==> src/rtl/gbt_rtn_link_arbiter_if.sv <==
// ---------------------------------------------------------------------------
// gbt_rtn_link_arbiter_if
// Bundles the FIFO-side inputs and the return-link outputs of the GBT return
// link arbiter.
//   ena    link enable
//   req    per-source "burst ready" (FIFO !prog_empty)
//   mt     per-source FIFO empty
//   din    packed FIFO read data, source i on din[16*i +: 16]
//   rd_en  one-hot FIFO read strobe
//   grant  registered one-hot grant
//   dout   return-link word, dvld marks it as valid data
//   busy   arbiter not idle
// Modports: master = arbiter side, slave = FIFO/link side.
// ---------------------------------------------------------------------------
interface gbt_rtn_link_arbiter_if #(
    parameter int NREQ = 3
);
    logic                 ena;
    logic [NREQ-1:0]      req;
    logic [NREQ-1:0]      mt;
    logic [NREQ*16-1:0]   din;
    logic [NREQ-1:0]      rd_en;
    logic [NREQ-1:0]      grant;
    logic [15:0]          dout;
    logic                 dvld;
    logic                 busy;

    modport master (
        input  ena, req, mt, din,
        output rd_en, grant, dout, dvld, busy
    );

    modport slave (
        output ena, req, mt, din,
        input  rd_en, grant, dout, dvld, busy
    );
endinterface

==> src/rtl/gbt_rtn_link_arbiter.sv <==
// ---------------------------------------------------------------------------
// gbt_rtn_link_arbiter
// Round-robin burst arbiter sharing the 16-bit GBT return link between NREQ
// standard-read FIFO sources. The granted FIFO is popped for up to MAX_BURST
// words; each word appears on dout/dvld two cycles after its read strobe.
// Every burst is followed by GAP_CYC idle cycles.
//
// Ports:
//   i_clk   40 MHz clock, all logic on rising edge
//   i_rst   synchronous reset, active high
//   link    gbt_rtn_link_arbiter_if.master (ena, req, mt, din in;
//           rd_en, grant, dout, dvld, busy out)
//
// Build option:
//   GBT_ARB_HDR_EN  when defined, each burst is preceded by a one-cycle HDR
//                   state that emits header word {8'hA5, 4'h0, 4'(source)}
//                   directly ahead of the burst's first data word.
// ---------------------------------------------------------------------------
module gbt_rtn_link_arbiter #(
    parameter int          NREQ      = 3,
    parameter int          MAX_BURST = 16,
    parameter int          GAP_CYC   = 2,
    parameter logic [15:0] IDLE_WORD = 16'hBC50
) (
    input  logic                          i_clk,
    input  logic                          i_rst,
    gbt_rtn_link_arbiter_if.master        link
);
    localparam int IW = (NREQ > 1) ? $clog2(NREQ) : 1;
    localparam int GW = $clog2(GAP_CYC + 1);

    localparam logic [1:0] ST_IDLE  = 2'd0;
    localparam logic [1:0] ST_HDR   = 2'd1;
    localparam logic [1:0] ST_BURST = 2'd2;
    localparam logic [1:0] ST_GAP   = 2'd3;

    logic [1:0]      r_state;
    logic [NREQ-1:0] r_grant;
    logic [IW-1:0]   r_gidx;
    logic [IW-1:0]   r_ptr;
    logic [7:0]      r_cnt;
    logic [GW-1:0]   r_gap;

    // Stage 1 of the read pipeline: strobe/header marker plus the source
    // index travel together, so a word from a just-closed grant still lands
    // with the right source while the FSM is already in GAP.
    logic            r_p1_vld;
    logic            r_p1_hdr;
    logic [IW-1:0]   r_p1_idx;
    logic [15:0]     r_dout;
    logic            r_dvld;

    logic [15:0]     w_din [NREQ];
    logic [NREQ-1:0] w_rd_en;
    logic            w_pop;
    logic            w_last;
    logic            w_found;
    logic [IW-1:0]   w_sel;
    logic [IW:0]     w_rr_idx;
    logic [IW-1:0]   w_ptr_next;
    logic            w_hdr_cyc;

    genvar gi;
    generate
        for (gi = 0; gi < NREQ; gi++) begin : g_lane
            assign w_din[gi]   = link.din[16*gi +: 16];
            assign w_rd_en[gi] = w_pop && (r_gidx == IW'(gi));
        end
    endgenerate

    // Pop whenever the granted FIFO has data, the link is enabled and the
    // burst cap is not reached. Reset blocks the strobe so no word leaves a
    // FIFO while the pipeline is being flushed.
    assign w_pop  = !i_rst && (r_state == ST_BURST) && link.ena
                    && !link.mt[r_gidx] && (r_cnt < 8'(MAX_BURST));
    assign w_last = w_pop && (r_cnt == 8'(MAX_BURST - 1));

    assign w_hdr_cyc = (r_state == ST_HDR);

    // First requester at or after the round-robin pointer, wrapping.
    always_comb begin
        w_found  = 1'b0;
        w_sel    = '0;
        w_rr_idx = '0;
        for (int k = 0; k < NREQ; k++) begin
            w_rr_idx = {1'b0, r_ptr} + (IW+1)'(k);
            if (w_rr_idx >= (IW+1)'(NREQ)) begin
                w_rr_idx = w_rr_idx - (IW+1)'(NREQ);
            end
            if (!w_found && link.req[w_rr_idx[IW-1:0]]) begin
                w_found = 1'b1;
                w_sel   = w_rr_idx[IW-1:0];
            end
        end
    end

    assign w_ptr_next = (w_sel == IW'(NREQ - 1)) ? '0 : w_sel + 1'b1;

    always_ff @(posedge i_clk) begin
        if (i_rst) begin
            r_state  <= ST_IDLE;
            r_grant  <= '0;
            r_gidx   <= '0;
            r_ptr    <= '0;
            r_cnt    <= '0;
            r_gap    <= '0;
            r_p1_vld <= 1'b0;
            r_p1_hdr <= 1'b0;
            r_p1_idx <= '0;
            r_dout   <= IDLE_WORD;
            r_dvld   <= 1'b0;
        end else begin
            case (r_state)
                ST_IDLE: begin
                    if (link.ena && w_found) begin
                        r_grant <= {{(NREQ-1){1'b0}}, 1'b1} << w_sel;
                        r_gidx  <= w_sel;
                        r_ptr   <= w_ptr_next;
                        r_cnt   <= '0;
`ifdef GBT_ARB_HDR_EN
                        r_state <= ST_HDR;
`else
                        r_state <= ST_BURST;
`endif
                    end
                end
                ST_HDR: begin
                    r_state <= ST_BURST;
                end
                ST_BURST: begin
                    if (w_pop) begin
                        r_cnt <= r_cnt + 8'd1;
                    end
                    // Leave as soon as a cycle goes by without a pop (empty
                    // FIFO or ENA low), or right after the capping pop.
                    if (!w_pop || w_last) begin
                        r_state <= ST_GAP;
                        r_grant <= '0;
                        r_gap   <= '0;
                    end
                end
                default: begin
                    if (r_gap == GW'(GAP_CYC - 1)) begin
                        r_state <= ST_IDLE;
                    end else begin
                        r_gap <= r_gap + 1'b1;
                    end
                end
            endcase

            r_p1_vld <= w_pop;
            r_p1_hdr <= w_hdr_cyc;
            r_p1_idx <= r_gidx;

            if (r_p1_vld) begin
                r_dout <= w_din[r_p1_idx];
                r_dvld <= 1'b1;
            end else if (r_p1_hdr) begin
                r_dout <= {8'hA5, 4'h0, 4'(r_p1_idx)};
                r_dvld <= 1'b1;
            end else begin
                r_dout <= IDLE_WORD;
                r_dvld <= 1'b0;
            end
        end
    end

    assign link.rd_en = w_rd_en;
    assign link.grant = r_grant;
    assign link.dout  = r_dout;
    assign link.dvld  = r_dvld;
    assign link.busy  = (r_state != ST_IDLE);

endmodule

==> src/flat_wrapper.sv <==
// flat-port wrapper written by rule: the top's interface ports become plain ports
module gbt_rtn_link_arbiter_flat 
#(
    parameter int          NREQ      = 3,
    parameter int          MAX_BURST = 16,
    parameter int          GAP_CYC   = 2,
    parameter logic [15:0] IDLE_WORD = 16'hBC50
)
  (i_clk, i_rst, link_ena, link_req, link_mt, link_din, link_rd_en, link_grant, link_dout, link_dvld, link_busy);
  gbt_rtn_link_arbiter_if #(.NREQ(NREQ)) link_i ();
  input  logic i_clk;
  input  logic i_rst;
  input wire logic [$bits(link_i.ena)-1:0] link_ena;
  input wire logic [$bits(link_i.req)-1:0] link_req;
  input wire logic [$bits(link_i.mt)-1:0] link_mt;
  input wire logic [$bits(link_i.din)-1:0] link_din;
  output wire logic [$bits(link_i.rd_en)-1:0] link_rd_en;
  output wire logic [$bits(link_i.grant)-1:0] link_grant;
  output wire logic [$bits(link_i.dout)-1:0] link_dout;
  output wire logic [$bits(link_i.dvld)-1:0] link_dvld;
  output wire logic [$bits(link_i.busy)-1:0] link_busy;
  assign link_i.ena = link_ena;
  assign link_i.req = link_req;
  assign link_i.mt = link_mt;
  assign link_i.din = link_din;
  assign link_rd_en = link_i.rd_en;
  assign link_grant = link_i.grant;
  assign link_dout = link_i.dout;
  assign link_dvld = link_i.dvld;
  assign link_busy = link_i.busy;
  gbt_rtn_link_arbiter #(.NREQ(NREQ), .MAX_BURST(MAX_BURST), .GAP_CYC(GAP_CYC), .IDLE_WORD(IDLE_WORD)) u_core (.i_clk(i_clk), .i_rst(i_rst), .link(link_i));
endmodule
==> config.mk <==
export PLATFORM = sky130hd
export DESIGN_NAME = gbt_rtn_link_arbiter_flat
export DESIGN_NICKNAME = d
export VERILOG_FILES = /design/src/rtl/gbt_rtn_link_arbiter_if.sv /design/src/rtl/gbt_rtn_link_arbiter.sv /design/src/flat_wrapper.sv
export SDC_FILE = /design/constraint.sdc
export NUM_CORES = 1
export LEC_CHECK = 0
export ABC_AREA = 1
export BUFFER_PORTS_ARGS = -buffer_cell sky130_fd_sc_hd__buf_4
export CORE_MARGIN = 4
export CORE_UTILIZATION = 44
export CTS_CLUSTER_DIAMETER = 30
export DETAILED_ROUTE_END_ITERATION = 10
export PLACE_DENSITY = 0.83
export SLEW_MARGIN = 10
export SYNTH_ARGS = -nofsm -noshare
export SYNTH_HDL_FRONTEND = slang
export SYNTH_SLANG_ARGS = --single-unit
==> constraint.sdc <==
create_clock -name i_clk -period 1.8 [get_ports i_clk]
set_input_delay 0.36 -clock i_clk [delete_from_list [all_inputs] [get_ports i_clk]]
set_output_delay 0.36 -clock i_clk [all_outputs]
set_load 0.1 [all_outputs]
==> results.yml <==
pwr:
  power_density_nw_per_um2: 1650
  power_leakage_nw: 1.52
  p_total_w: 0.00548
  vdd_drop_max_mv: 1.22
clock_tree:
  clk_path_buf_depth: 2
  clk_pin_slew_ns: 0.08
  cts-buffers-inserted: 5
  clk_latency_ns: 0.30
  cts_sinks: 40
  root_buffer: "clkbuf_8"
  cts_tree: "built"
  htree_num_levels: 2
sta:
  fmax_ghz: 0.513
  layout_setup_ws_ns: -0.148
  min_period_ns: 1.95
  maxSlewHeadroom: 0.754
  skew_ns: 0.00475
  rsz0062_at_grt: "yes"
  setup_violations: 3
  slew_violations: 0
  tightest_slew_ns: 0.368
  report.final.hold_viol_count: 0
  holdWs_ns: 0.282
  finalCritPeriodShare: 1.08
global_route:
  antenna_found_initial: 0
  grt_max_degree: 21
  grt_pass1_vias: 2286
  grt_overflow_total: 0
  grt_usage: 0.211
  grt_pass1_wl_mm: 10.4
flow_run:
  cap_violations: 0
worst_setup_path:
  cp_slowest_cell: "dfxtp_2"
  cp_cell_sequence: "inv_2, ha_4, nand4_1, nor2_2, nand2_4, nor3_4, buf_12"
  worst_ep_required_time_ns: 1.44
  end_kind: "output pin"
  criticalPathCategory: "reg2out"
  worstPathArrival_ns: 1.59
  critPathMaxFanout: 4
  critPathLaunchType: "flip-flop"
  cpPeakStageDelay_ns: 0.33
route:
  antenna_left: 0
  finalWirelength_mm: 6.71
  drtIter0Drc: 140
  vias: 2408
  firstDrtPassIters: 4
  wl_per_cell_um: 14.6
  drc: 0
  viasPerCell: 5.22
floorplan:
  start_util: 0.468
  dieWidth_um: 77.2
  rows: 24
  die-area_sq_um: 5960
  dieHeight_um: 77.2
  coreArea_sq_um: 4500
  pin_count: 81
yosys:
  synth_warnings: 0
  synthTopCellsByArea: "dfxtp_1 (38%), nand2_1 (12%), nor2_1 (8.2%), ha_1 (6.5%), a21oi_1 (5.9%)"
  yosysSeqAreaShare: 0.380
  avgSynthCellArea_sq_um: 6.95
  async_flop_share: 0
  syn-cell-area_sq_um: 2110
  synth_xor_area_frac: 0.00416
  synth_cell_types: 26
  synth_edf_count: 0
  synth_mux_area_frac: 0
  synth_top_area_frac: 0.380
  synth_top_flop_cell: "dfxtp_1"
  synth_top_family_by_area: "simple AND/OR/NAND/NOR gates"
  syn_nets: 371
  synth_fa_ha_area_frac: 0.0653
  ys_ff_latch: 40
  yosys.area_share.simple: 0.297
  synth_compound_area_frac: 0.169
  synth_area_leader_cell: "dfxtp_1"
  syn_inst: 303
cells_and_area:
  final_cell_count_no_fill: 461
  final_common_cell: "buf_4"
  area_growth_pct: 57.2
  antennaDiodeCount: 0
  layout.nets: 477
  layout_common_cells: "buf_4 (103), nand2_1 (64), nor2_1 (42)"
  design_area_sq_um: 3310
  drive_gt1_frac: 0.411
placed_design:
  hpwl_mm: 4.66
  place.gp.congestion: 0.900
  dpl_cell_area_sq_um: 2890
  place.port_buffers: 80
  dp_cells: 441
min_path:
  hp-class: "in2reg"
outcome:
  outcome: "complete, but fails checks"
  violations: "negative setup slack"
logic make-up after synthesis:
group	count (synthesis)
buffers and inverters	44
AND/OR/NAND/NOR	146
XOR/XNOR	1
adder cells (fa/ha/maj)	11
AO/OA/AOI/OAI	61
flip-flops	40
sequential cells by signal (all words and copies together) (netlist names):
| name | flops |
|---|---|
| u_core.r_p1_vld | 1 |
| u_core.r_p1_hdr | 1 |
| u_core.link.grant | 3 |
| u_core.link.dout | 16 |
| u_core.r_ptr | 2 |
| u_core.r_state | 2 |
| u_core.link.dvld | 1 |
| u_core.r_p1_idx | 2 |
| u_core.r_gap | 2 |
| u_core.r_cnt | 8 |
| u_core.r_gidx | 2 |
report_power, final:
| group | switching, W | internal, W | total (W) | leakage [nW] |
|---|---|---|---|---|
| sequential | 0.000149 | 0.00107 | 0.00122 | 0.327 |
| combinational | 0.00215 | 0.00125 | 0.00339 | 1.12 |
| clock | 0.000319 | 0.000546 | 0.000865 | 0.0642 |
layout make-up:
cell class              instances  area, sq um
clock inverters                 2         60.1
clock buffers                   5         68.8
fillers                       335         1190
well taps                      52         65.1
inverters                      35          145
flip-flops and latches         40          810
repair buffers                108          860
multi-input cells             219         1310
layer usage:
| metal | track usage | part of all wire |
|---|---|---|
| met3 | 0.0703 | 0.090 |
| met1 | 0.242 | 0.40 |
| met4 | 0.0641 | 0.021 |
| met2 | 0.368 | 0.49 |
| met5 | 0 | 0 |
synthesized netlist by cell type, types with 4 or more instances:
master / number
nand3_1: 10
nand2_2: 6
o21ai_0: 22
a21oi_1: 25
nor3_1: 7
clkbuf_1: 5
dfxtp_1: 40
ha_1: 11
nand2_1: 69
nor2_1: 46
a211oi_1: 4
inv_1: 32
critical path: cells and delay by family, from the launching register on:
family | cells | cell delay, ns
adders and majority gates | 1 | 0.14
and+or+nand+nor | 4 | 0.56
buffers and inverters | 2 | 0.28
DFF | 1 | 0.33
metrics by stage:
stage	setup slack, ns	TNS, ns	utilization
2_1_floorplan	-0.368	-0.996	-
6_report	-0.148	-0.394	0.736
3_3_place_gp	0.0235	0	0.643
3_5_place_dp	-0.0611	-0.305	0.643
5_1_grt	-0.227	-1.26	0.736
4_1_cts	-0.185	-0.351	0.699
repair_timing:
action                                  4_1_cts  5_1_grt
resized for setup                            25       31
setup buffers                                 4        9
pin swaps                                     8       14
hold endpoints to repair                      0        0
hold buffers                                  0        0
endpoints found under the setup margin       17       20
worst paths after layout:
kind	start	to	slack (ns)	depth (start not counted)
worst max-delay path	u_core.r_state[0]$_SDFFE_PP0P_	link_rd_en[1]	-0.15	7
worst max register to register	u_core.r_state[0]$_SDFFE_PP0P_	u_core.r_cnt[1]$_SDFFE_PP0P_	0.01	13
worst min register to register	u_core.r_cnt[5]$_SDFFE_PP0P_	u_core.r_cnt[5]$_SDFFE_PP0P_	0.45	2
worst min-delay path	link_din[45]	u_core.link.dout[13]$_SDFF_PP1_	0.28	3
Note: power is estimated with default switching activity, not from simulation.
